==> src/rtl/lanzones_core_if.sv <==
// Memory bus bundle for lanzones_core: read request/valid and strobed write.
// master: RRdy/RAddr/RWEn/RWData/RWStrobe out, RVld/RData in; slave mirrors.
interface lanzones_core_if #(
  parameter int MEM_AW = 32
);
  logic              RRdy;
  logic [MEM_AW-1:0] RAddr;
  logic              RVld;
  logic [31:0]       RData;
  logic              RWEn;
  logic [31:0]       RWData;
  logic [3:0]        RWStrobe;

  modport master (
    output RRdy, RAddr, RWEn, RWData, RWStrobe,
    input  RVld, RData
  );

  modport slave (
    input  RRdy, RAddr, RWEn, RWData, RWStrobe,
    output RVld, RData
  );
endinterface

==> src/rtl/lanzones_core.sv <==
// Multi-cycle RV32I core on one shared word-addressed memory port.
// Ports: clk, rstn (async low), LEn start pulse, Halt sticky, mem bus (master).
module lanzones_core #(
  parameter logic [31:0] RESET_PC = 32'h0000_0000,
  parameter int          MEM_AW   = 32
) (
  input  logic           clk,
  input  logic           rstn,
  input  logic           LEn,
  output logic           Halt,
  lanzones_core_if.master mem
);

  typedef enum logic [2:0] {
    S_IDLE, S_FETCH, S_DECODE, S_EXEC,
    S_MEMRD, S_MEMWR, S_WB, S_HALT
  } state_t;

  state_t            state_q;
  logic [31:0]       pc_q;
  logic [31:0]       ir_q;
  logic [31:0]       a_q;
  logic [31:0]       b_q;
  logic [31:0]       res_q;
  logic [31:0]       npc_q;
  logic [1:0]        ea_lo_q;
  logic [31:0]       rf_q [32];
  logic              rrdy_q;
  logic [MEM_AW-1:0] raddr_q;
  logic              rwen_q;
  logic [31:0]       rwdata_q;
  logic [3:0]        strb_q;
  logic              halt_q;

  assign mem.RRdy     = rrdy_q;
  assign mem.RAddr    = raddr_q;
  assign mem.RWEn     = rwen_q;
  assign mem.RWData   = rwdata_q;
  assign mem.RWStrobe = strb_q;
  assign Halt         = halt_q;

  function automatic logic [MEM_AW-1:0] waddr(
    input logic [31:0] b
  );
    return MEM_AW'(b[31:2]);
  endfunction

  logic [6:0] opc;
  logic [2:0] f3;
  logic [4:0] rd, rs1, rs2;

  assign opc = ir_q[6:0];
  assign f3  = ir_q[14:12];
  assign rd  = ir_q[11:7];
  assign rs1 = ir_q[19:15];
  assign rs2 = ir_q[24:20];

  logic is_lui, is_auipc, is_jal, is_jalr;
  logic is_br, is_ld, is_st, is_opi;
  logic is_op, is_fence, legal, wr_rd;

  assign is_lui   = opc == 7'b0110111;
  assign is_auipc = opc == 7'b0010111;
  assign is_jal   = opc == 7'b1101111;
  assign is_jalr  = opc == 7'b1100111;
  assign is_br    = opc == 7'b1100011;
  assign is_ld    = opc == 7'b0000011;
  assign is_st    = opc == 7'b0100011;
  assign is_opi   = opc == 7'b0010011;
  assign is_op    = opc == 7'b0110011;
  assign is_fence = opc == 7'b0001111;

  // SYSTEM (ECALL/EBREAK) and unknown opcodes fall out as illegal
  assign legal = is_lui | is_auipc | is_jal | is_jalr
               | is_br | is_ld | is_st | is_opi
               | is_op | is_fence;

  assign wr_rd = is_lui | is_auipc | is_jal | is_jalr
               | is_ld | is_opi | is_op;

  logic [31:0] imm_i, imm_s, imm_b, imm_u, imm_j;

  assign imm_i = {{20{ir_q[31]}}, ir_q[31:20]};
  assign imm_s = {{20{ir_q[31]}}, ir_q[31:25], ir_q[11:7]};
  assign imm_b = {{19{ir_q[31]}}, ir_q[31], ir_q[7],
                  ir_q[30:25], ir_q[11:8], 1'b0};
  assign imm_u = {ir_q[31:12], 12'h000};
  assign imm_j = {{11{ir_q[31]}}, ir_q[31], ir_q[19:12],
                  ir_q[20], ir_q[30:21], 1'b0};

  logic [31:0] opb, alu, res_d, npc_d, pc4, ea_d;
  logic [31:0] st_data, ld_d;
  logic [3:0]  st_strb;
  logic [4:0]  sh;
  logic        take;
  logic [7:0]  ld_b;
  logic [15:0] ld_h;

  assign pc4  = pc_q + 32'd4;
  assign opb  = is_op ? b_q : imm_i;
  assign sh   = opb[4:0];
  assign ea_d = a_q + (is_st ? imm_s : imm_i);

  always_comb begin
    alu = '0;
    unique case (f3)
      3'b000: alu = (is_op && ir_q[30]) ? a_q - opb
                                        : a_q + opb;
      3'b001: alu = a_q << sh;
      3'b010: alu = {31'b0, $signed(a_q) < $signed(opb)};
      3'b011: alu = {31'b0, a_q < opb};
      3'b100: alu = a_q ^ opb;
      3'b101: alu = ir_q[30] ? $unsigned($signed(a_q) >>> sh)
                             : a_q >> sh;
      3'b110: alu = a_q | opb;
      3'b111: alu = a_q & opb;
    endcase
  end

  always_comb begin
    take = 1'b0;
    case (f3)
      3'b000:  take = a_q == b_q;
      3'b001:  take = a_q != b_q;
      3'b100:  take = $signed(a_q) <  $signed(b_q);
      3'b101:  take = $signed(a_q) >= $signed(b_q);
      3'b110:  take = a_q <  b_q;
      3'b111:  take = a_q >= b_q;
      default: take = 1'b0;
    endcase
  end

  // Control-flow targets always land word-aligned
  always_comb begin
    res_d = alu;
    npc_d = pc4;
    unique case (1'b1)
      is_lui:   res_d = imm_u;
      is_auipc: res_d = pc_q + imm_u;
      is_jal: begin
        res_d = pc4;
        npc_d = (pc_q + imm_j) & ~32'd3;
      end
      is_jalr: begin
        res_d = pc4;
        npc_d = (a_q + imm_i) & ~32'd3;
      end
      is_br: begin
        if (take) npc_d = (pc_q + imm_b) & ~32'd3;
      end
      default: res_d = alu;
    endcase
  end

  // Store data is replicated so the strobe alone picks the lane
  always_comb begin
    st_data = b_q;
    st_strb = 4'b1111;
    unique case (f3[1:0])
      2'b00: begin
        st_data = {4{b_q[7:0]}};
        st_strb = 4'b0001 << ea_d[1:0];
      end
      2'b01: begin
        st_data = {2{b_q[15:0]}};
        st_strb = ea_d[1] ? 4'b1100 : 4'b0011;
      end
      default: begin
        st_data = b_q;
        st_strb = 4'b1111;
      end
    endcase
  end

  assign ld_b = mem.RData[8*ea_lo_q +: 8];
  assign ld_h = ea_lo_q[1] ? mem.RData[31:16]
                           : mem.RData[15:0];

  always_comb begin
    ld_d = mem.RData;
    case (f3)
      3'b000:  ld_d = {{24{ld_b[7]}}, ld_b};
      3'b001:  ld_d = {{16{ld_h[15]}}, ld_h};
      3'b100:  ld_d = {24'b0, ld_b};
      3'b101:  ld_d = {16'b0, ld_h};
      default: ld_d = mem.RData;
    endcase
  end

  always_ff @(posedge clk or negedge rstn) begin
    if (!rstn) begin
      state_q  <= S_IDLE;
      pc_q     <= RESET_PC;
      ir_q     <= '0;
      a_q      <= '0;
      b_q      <= '0;
      res_q    <= '0;
      npc_q    <= '0;
      ea_lo_q  <= '0;
      rrdy_q   <= 1'b0;
      raddr_q  <= '0;
      rwen_q   <= 1'b0;
      rwdata_q <= '0;
      strb_q   <= '0;
      halt_q   <= 1'b0;
      for (int i = 0; i < 32; i++) rf_q[i] <= '0;
    end else begin
      case (state_q)
        S_IDLE: begin
          if (LEn) begin
            pc_q    <= RESET_PC;
            rrdy_q  <= 1'b1;
            raddr_q <= waddr(RESET_PC);
            state_q <= S_FETCH;
          end
        end
        S_FETCH: begin
          if (mem.RVld) begin
            ir_q    <= mem.RData;
            rrdy_q  <= 1'b0;
            state_q <= S_DECODE;
          end
        end
        S_DECODE: begin
          a_q <= rf_q[rs1];
          b_q <= rf_q[rs2];
          if (!legal) begin
            halt_q  <= 1'b1;
            state_q <= S_HALT;
          end else begin
            state_q <= S_EXEC;
          end
        end
        S_EXEC: begin
          res_q   <= res_d;
          npc_q   <= npc_d;
          ea_lo_q <= ea_d[1:0];
          unique case (1'b1)
            is_ld: begin
              rrdy_q  <= 1'b1;
              raddr_q <= waddr(ea_d);
              state_q <= S_MEMRD;
            end
            is_st: begin
              rwen_q   <= 1'b1;
              raddr_q  <= waddr(ea_d);
              rwdata_q <= st_data;
              strb_q   <= st_strb;
              state_q  <= S_MEMWR;
            end
            default: state_q <= S_WB;
          endcase
        end
        S_MEMRD: begin
          if (mem.RVld) begin
            res_q   <= ld_d;
            rrdy_q  <= 1'b0;
            state_q <= S_WB;
          end
        end
        S_MEMWR: begin
          rwen_q  <= 1'b0;
          strb_q  <= '0;
          state_q <= S_WB;
        end
        S_WB: begin
          if (wr_rd && rd != 5'd0) rf_q[rd] <= res_q;
          pc_q    <= npc_q;
          rrdy_q  <= 1'b1;
          raddr_q <= waddr(npc_q);
          state_q <= S_FETCH;
        end
        S_HALT: state_q <= S_HALT;
        default: state_q <= S_IDLE;
      endcase
    end
  end

endmodule

==> src/flat_wrapper.sv <==
// flat-port wrapper written by rule: the top's interface ports become plain ports
module lanzones_core_flat 
#(
  parameter logic [31:0] RESET_PC = 32'h0000_0000,
  parameter int          MEM_AW   = 32
)
  (clk, rstn, LEn, Halt, mem_RRdy, mem_RAddr, mem_RWEn, mem_RWData, mem_RWStrobe, mem_RVld, mem_RData);
  lanzones_core_if #(.MEM_AW(MEM_AW)) mem_i ();
  input  logic clk;
  input  logic rstn;
  input  logic LEn;
  output logic Halt;
  output wire logic [$bits(mem_i.RRdy)-1:0] mem_RRdy;
  output wire logic [$bits(mem_i.RAddr)-1:0] mem_RAddr;
  output wire logic [$bits(mem_i.RWEn)-1:0] mem_RWEn;
  output wire logic [$bits(mem_i.RWData)-1:0] mem_RWData;
  output wire logic [$bits(mem_i.RWStrobe)-1:0] mem_RWStrobe;
  input wire logic [$bits(mem_i.RVld)-1:0] mem_RVld;
  input wire logic [$bits(mem_i.RData)-1:0] mem_RData;
  assign mem_RRdy = mem_i.RRdy;
  assign mem_RAddr = mem_i.RAddr;
  assign mem_RWEn = mem_i.RWEn;
  assign mem_RWData = mem_i.RWData;
  assign mem_RWStrobe = mem_i.RWStrobe;
  assign mem_i.RVld = mem_RVld;
  assign mem_i.RData = mem_RData;
  lanzones_core #(.RESET_PC(RESET_PC), .MEM_AW(MEM_AW)) u_core (.clk(clk), .rstn(rstn), .LEn(LEn), .Halt(Halt), .mem(mem_i));
endmodule
==> config.mk <==
export PLATFORM = sky130hd
export DESIGN_NAME = lanzones_core_flat
export DESIGN_NICKNAME = d
export VERILOG_FILES = /design/src/rtl/lanzones_core_if.sv /design/src/rtl/lanzones_core.sv /design/src/flat_wrapper.sv
export SDC_FILE = /design/constraint.sdc
export NUM_CORES = 2
export LEC_CHECK = 0
export BUFFER_PORTS_ARGS = -buffer_cell sky130_fd_sc_hd__buf_2
export CORE_MARGIN = 10
export CORE_UTILIZATION = 54
export DETAILED_ROUTE_END_ITERATION = 6
export PLACE_DENSITY = 0.67
export SLEW_MARGIN = 20
export SYNTH_ARGS = -nofsm -noshare
export SYNTH_HDL_FRONTEND = slang
export SYNTH_SLANG_ARGS = --single-unit
==> constraint.sdc <==
create_clock -name clk -period 5.8 [get_ports clk]
set_input_delay 0.29 -clock clk [delete_from_list [all_inputs] [get_ports clk]]
set_output_delay 0.29 -clock clk [all_outputs]
set_load 0.1 [all_outputs]
=== Word level (Yosys, flattened, before mapping) ===
Index checks and enable logic that the tools add are counted.

* Register bits after elaboration: 1292
* Bits of input ports: 36
* Output and inout port bits: 71

* Add/sub/neg operators: 8
* $lt $le $gt $ge: 10
* Eq/ne operators: 34
* Shift-type cells: 5
* Muxes and demuxes: 43
* Bitwise logic cells: 19
* Reduce and logical (&&, ||, !) cells: 25

{| class="wikitable"
|+ Operator list
! cell !! number
|-
| 1024-bit bitwise mux || 1
|-
| 32-bit two-way mux || 12
|-
| 32-bit binary-select mux with 5-bit select || 2
|-
| 32-bit one-hot mux with 3 select lines || 3
|-
| 32-bit one-hot mux with 8 select lines || 1
|-
| 32-bit adder || 6
|-
| 32-bit one-hot mux with 2 select lines || 3
|-
| 32-bit demux with 5-bit select || 1
|-
| 32-bit less-than comparator || 4
|-
| 32-bit one-hot mux with 4 select lines || 1
|-
| 32-bit >= comparator || 2
|-
| 32-bit by 3-bit adder with 32-bit output, second input constant || 1
|-
| 32-bit bitwise AND || 1
|-
| 32-bit equality test || 1
|-
| 32-bit inequality test || 1
|-
| 32-bit bitwise OR || 1
|-
| 32-bit by 6-bit variable part select with 8-bit output || 1
|-
| 32-bit by 5-bit << shifter with 32-bit output || 1
|-
| 32-bit by 5-bit right shift with 32-bit output || 1
|-
| 32-bit by 5-bit >>> shifter with 32-bit output || 1
|-
| 32-bit subtractor || 1
|-
| 32-bit XOR || 1
|-
| 3-bit equality test, second input constant || 8
|-
| 3-bit one-hot mux with 8 select lines || 1
|-
| other kinds (37) || 88
|}

=== Longest topological paths before layout ===
* Word-level depth: 12
* Depth in mapped cells: 22
* Depth with buffers taken out: 18

=== Least setup slack after synthesis ===
Ideal clock, no wire load.

* Path type: register to register
* Start point: reg u_core.ir_q[6]
* End point: reg u_core.res_q[31]
* Setup time: 138 ps
* Data arrival time: 4827 ps
* Required time: 5662 ps
* Path slack: 835 ps
* Stages on the path, launching flop included: 22
* Path buffers: 6
* Path through: dfrtp_1 > buf_2 > or4b_1 > buf_6 > o21ai_2 > and2_1 > buf_2 > inv_1 > buf_2 > buf_2 > buf_1 > ha_1 > a21oi_1 > nor2b_1 > o32a_1 > a221o_1 > a221oi_2 > o21ai_0 > a2111oi_0 > a2111oi_0 > a2111oi_2 > a31oi_1

* Longest elaborated chain between the ends: 7
* Elaborated cells on any way between the ends: 21

{| class="wikitable"
|+ Ends and longest elaborated chain
! what !! RTL line !! source
|-
| from (decl) || lanzones_core.sv:21 || <nowiki>logic [31:0] ir_q;</nowiki>
|-
| from (signal assigned) || lanzones_core.sv:219 || <nowiki>ir_q <= mem.RData;</nowiki>
|-
| 7-bit by 6-bit equality test with 1-bit output || lanzones_core.sv:70 || <nowiki>assign is_op = opc == 7'b0110011;</nowiki>
|-
| 32-bit two-way mux || lanzones_core.sv:100 || <nowiki>assign opb = is_op ? b_q : imm_i;</nowiki>
|-
| 32-bit adder, or another cell as far along || lanzones_core.sv:108 || <nowiki>: a_q + opb;</nowiki>
|-
| 32-bit two-way mux (on tied branches) || lanzones_core.sv:107, lanzones_core.sv:113 ||
|-
| 32-bit one-hot mux with 8 select lines || lanzones_core.sv:106 || <nowiki>unique case (f3)</nowiki>
|-
| 32-bit one-hot mux with 3 select lines (*) || lanzones_core.sv:137 || <nowiki>unique case (1'b1)</nowiki>
|-
| 32-bit one-hot mux with 2 select lines (*) || lanzones_core.sv:208 || <nowiki>case (state_q)</nowiki>
|-
| to (signal assigned) || lanzones_core.sv:235 || <nowiki>res_q <= res_d;</nowiki>
|-
| to (signal assigned) || lanzones_core.sv:256 || <nowiki>res_q <= ld_d;</nowiki>
|-
| to (decl) || lanzones_core.sv:24 || <nowiki>logic [31:0] res_q;</nowiki>
|}

Every way passes the cells marked *; elsewhere a longest branch is shown, timed or not.
A chain may end at the register's enable or synchronous reset.

=== Worst setup path in the final report ===
Same ends and word-level chain as after synthesis.

==> flow_summary.toml <==
[routing]
dr_wl_met2_um = 141000
wl_per_cell_um = 35.7
viasPerCell = 7.25
drt_pre_antenna_iters = 7
wirelength_um = 329000
vias = 66700
drt_iter0_markers = 9282
antenna_left = 0
wl_met1_um = 128000
top_layer = "met5"
route.met3.wl_um = 36700
post-route-drc-count = 8

[die]
die-area_sq_um = 170000
rows = 143
die_w_um = 412
ioPinCount = 107
start_util_pct = 54.5
coreArea_sq_um = 152000
die_y_um = 412

[finish]
fillers = 12300
seqCellArea_sq_um = 32300
layout_common_cells = "dfrtp_1 (1263), mux2_2 (1030), mux4_2 (644)"
final_area_sq_um = 91400
final_common_cell = "dfrtp_1"
drive_above_1_share_pct = 33.1
final_nets = 7297
areaGrowthSynthToFinish_pct = 9.96
multiInputGateArea_sq_um = 47800

[timing]
setup_tns_ps = 0
period_minus_slack_ps = 5530
hold_ws_ps = -3.19
rsz0062_at_grt = "no"
fmax_mhz = 181
fin_skew_ps = 67.9
finalSetupViolCount = 0
report.final.slew_viol_count = 0
maxSlewHeadroom_pct = 16.6
fin_crit_sh_pct = 95.4
hold_viol_final = 1
max_slew.worst_pin.slew_ps = 1240

[clock_tree]
clk_latency_ps = 820
cts_sinks = 1290
cts_tree = "yes"
cts-root-buf = "clkbuf_16"
clk_pin_slew_worst_paths_ps = 60
htree_levels = 4
clockBufferDepth = 3
cts_buffers = 146

[power]
pwr-share-seq_pct = 23.8
peakVddDrop_mv = 0.361
p_int_w = 0.0254
pwr-share-comb_pct = 58.1
switching_share_pct = 52.1
p_clk_share_pct = 18.2
p_leak_nw = 40.6
p_switching_w = 0.0277
powerDensity_nw_per_um2 = 581

[critical_path]
reg2regPathDepth = 17
reg2reg_from = "u_core.ir_q[6]"
cp_max_fo = 26
critPathCaptureType = "flip-flop"
ff2ff_setup_slack_ps = 270
path_class = "reg -> reg"
reg2reg_to = "u_core.res_q[31]"
worstSetupStartpointType = "flip-flop"
cp_data_arrival_time_ps = 6240
worstPathRequired_ps = 6510

[grt]
first_global_vias = 64900
grt-ovfl-total = 0
grt_max_degree = 184
grt_first_pass_wirelength_um = 473000
grt_use_total_pct = 38.1
grt_antenna_before_repair = 21

[yosys]
synth_edf_count = 0
async_reset_ff_share_pct = 100
synth_ff_type = "dfrtp_1"
netlist_instances = 7183
synth-seq-cells = 1290
avgSynthCellArea_sq_um = 11.6
syn_area_sq_um = 83100
ys_warn_count = 0
ys_seq_area_share_pct = 38.8
synth_cell_types = 105

[status]
outcome = "finished, violations left"
violations = "design-rule violations, negative hold slack"

[place]
dp_hpwl_um = 221000
port_buffers = 104
gp_congestion = 1.11
postPlaceCellArea_sq_um = 86000

[run]
maxCapViolations = 0

[min_path]
hp-class = "in -> async"
## cells in the mapped netlist (82+ instances only)
cell	number	share of area, %
ha_1	211	3.2
mux2_2	1030	14
mux4_2	644	17
xnor2_1	110	1.2
mux2i_1	101	1.2
clkbuf_1	461	2.1
buf_1	135	0.61
nand2_1	411	1.9
dfrtp_1	1290	39
o21ai_0	351	2.1
nand3_1	157	0.95
a21o_1	82	0.74
a21oi_1	413	2.5
nor2_1	446	2.0
inv_1	169	0.76
## cells by family after synthesis
kind of cell | after synthesis | share of synthesized area, %
compound gates | 1532 | 11.9
buf+inv | 838 | 3.95
fa+ha+maj | 216 | 3.30
other cells | 1 | 0.00451
flops | 1290 | 38.8
simple gates | 1338 | 7.31
mux | 1779 | 32.7
xor+xnor | 189 | 1.99
## registers in the layout, indices dropped and copies added, names as in the netlist
name                 flops
u_core.npc_q            32
u_core.ir_q             32
u_core.mem.RWEn          1
u_core.mem.RRdy          1
u_core.rf_q           1024
u_core.Halt              1
u_core.mem.RWData       32
u_core.state_q           3
u_core.b_q              32
u_core.res_q            32
u_core.mem.RWStrobe      4
u_core.pc_q             32
u_core.ea_lo_q           2
u_core.a_q              32
u_core.mem.RAddr        30
## worst max-delay path: stages (launching register included)
cell and delay (ps):
dfrtp_1 470, or4b_1 730, nor2_2 330, buf_4 410
nor2b_4 210, a21o_1 220, inv_1 80, ha_1 170
inv_1 100, a221oi_1 410, nor2_1 100, nor2_1 290
o221ai_1 300, a221o_1 410, a311o_1 350, a2111oi_0 590
a2111oi_2 70, a31oi_1 170
## power by group through the flow
stage	Clock (W)	Combinational, W	Sequential (W)
floorplan	0	0.0186	0.0123
global placement	0	0.0298	0.0125
detailed placement	0	0.0297	0.0126
CTS	0.00971	0.0299	0.0124
global route	0.0101	0.0322	0.0126
finish	0.00964	0.0308	0.0126
## cell type report
cell class,count,area share [%]
clock buffer,212,4.63
clock inverter,48,0.818
inverter,176,0.737
multi-input combinational,5056,52.3
sequential,1290,35.4
antenna,13,0.0356
timing repair buffer,375,3.28
tap,2030,2.78
## repair_timing
item                       in CTS  in global routing
setup endpoints to repair       0                  1
hold endpoints to repair      122                  0
hold buffers                   35                  0
resized for setup               0                  1
buffers inserted                0                  0
## per-layer routing
layer,vias to the layer above,GRT usage [%]
li1,27000,-
met5,-,0
met3,985,9.78
met2,4194,55.3
met1,34500,51.7
met4,8,22.2
## how the worst max path moves through the flow
stage | from | end | slack [ps] | cells past startpoint
after floorplan | u_core.ir_q[6] | u_core.res_q[31] | 840 | 21
after global placement | u_core.ir_q[6] | u_core.res_q[31] | 390 | 17
after detailed placement | u_core.ir_q[6] | u_core.res_q[31] | 310 | 17
after CTS | u_core.ir_q[6] | u_core.res_q[31] | 280 | 17
after global routing | u_core.ir_q[6] | u_core.res_q[31] | 40 | 17
final | u_core.ir_q[6] | u_core.res_q[31] | 270 | 17
## through the flow
stage	power (W)	utilization (%)	std cells	setup WS, ps
global placement	0.0423	56.4	8892	392
finish	0.0531	59.9	9200	267
detailed placement	0.0423	56.4	8892	307
global route	0.0549	59.9	9188	37.9
CTS	0.0520	59.9	9187	278
floorplan	0.0308	-	7184	835
No activity file was read; power rests on OpenSTA's default activity.
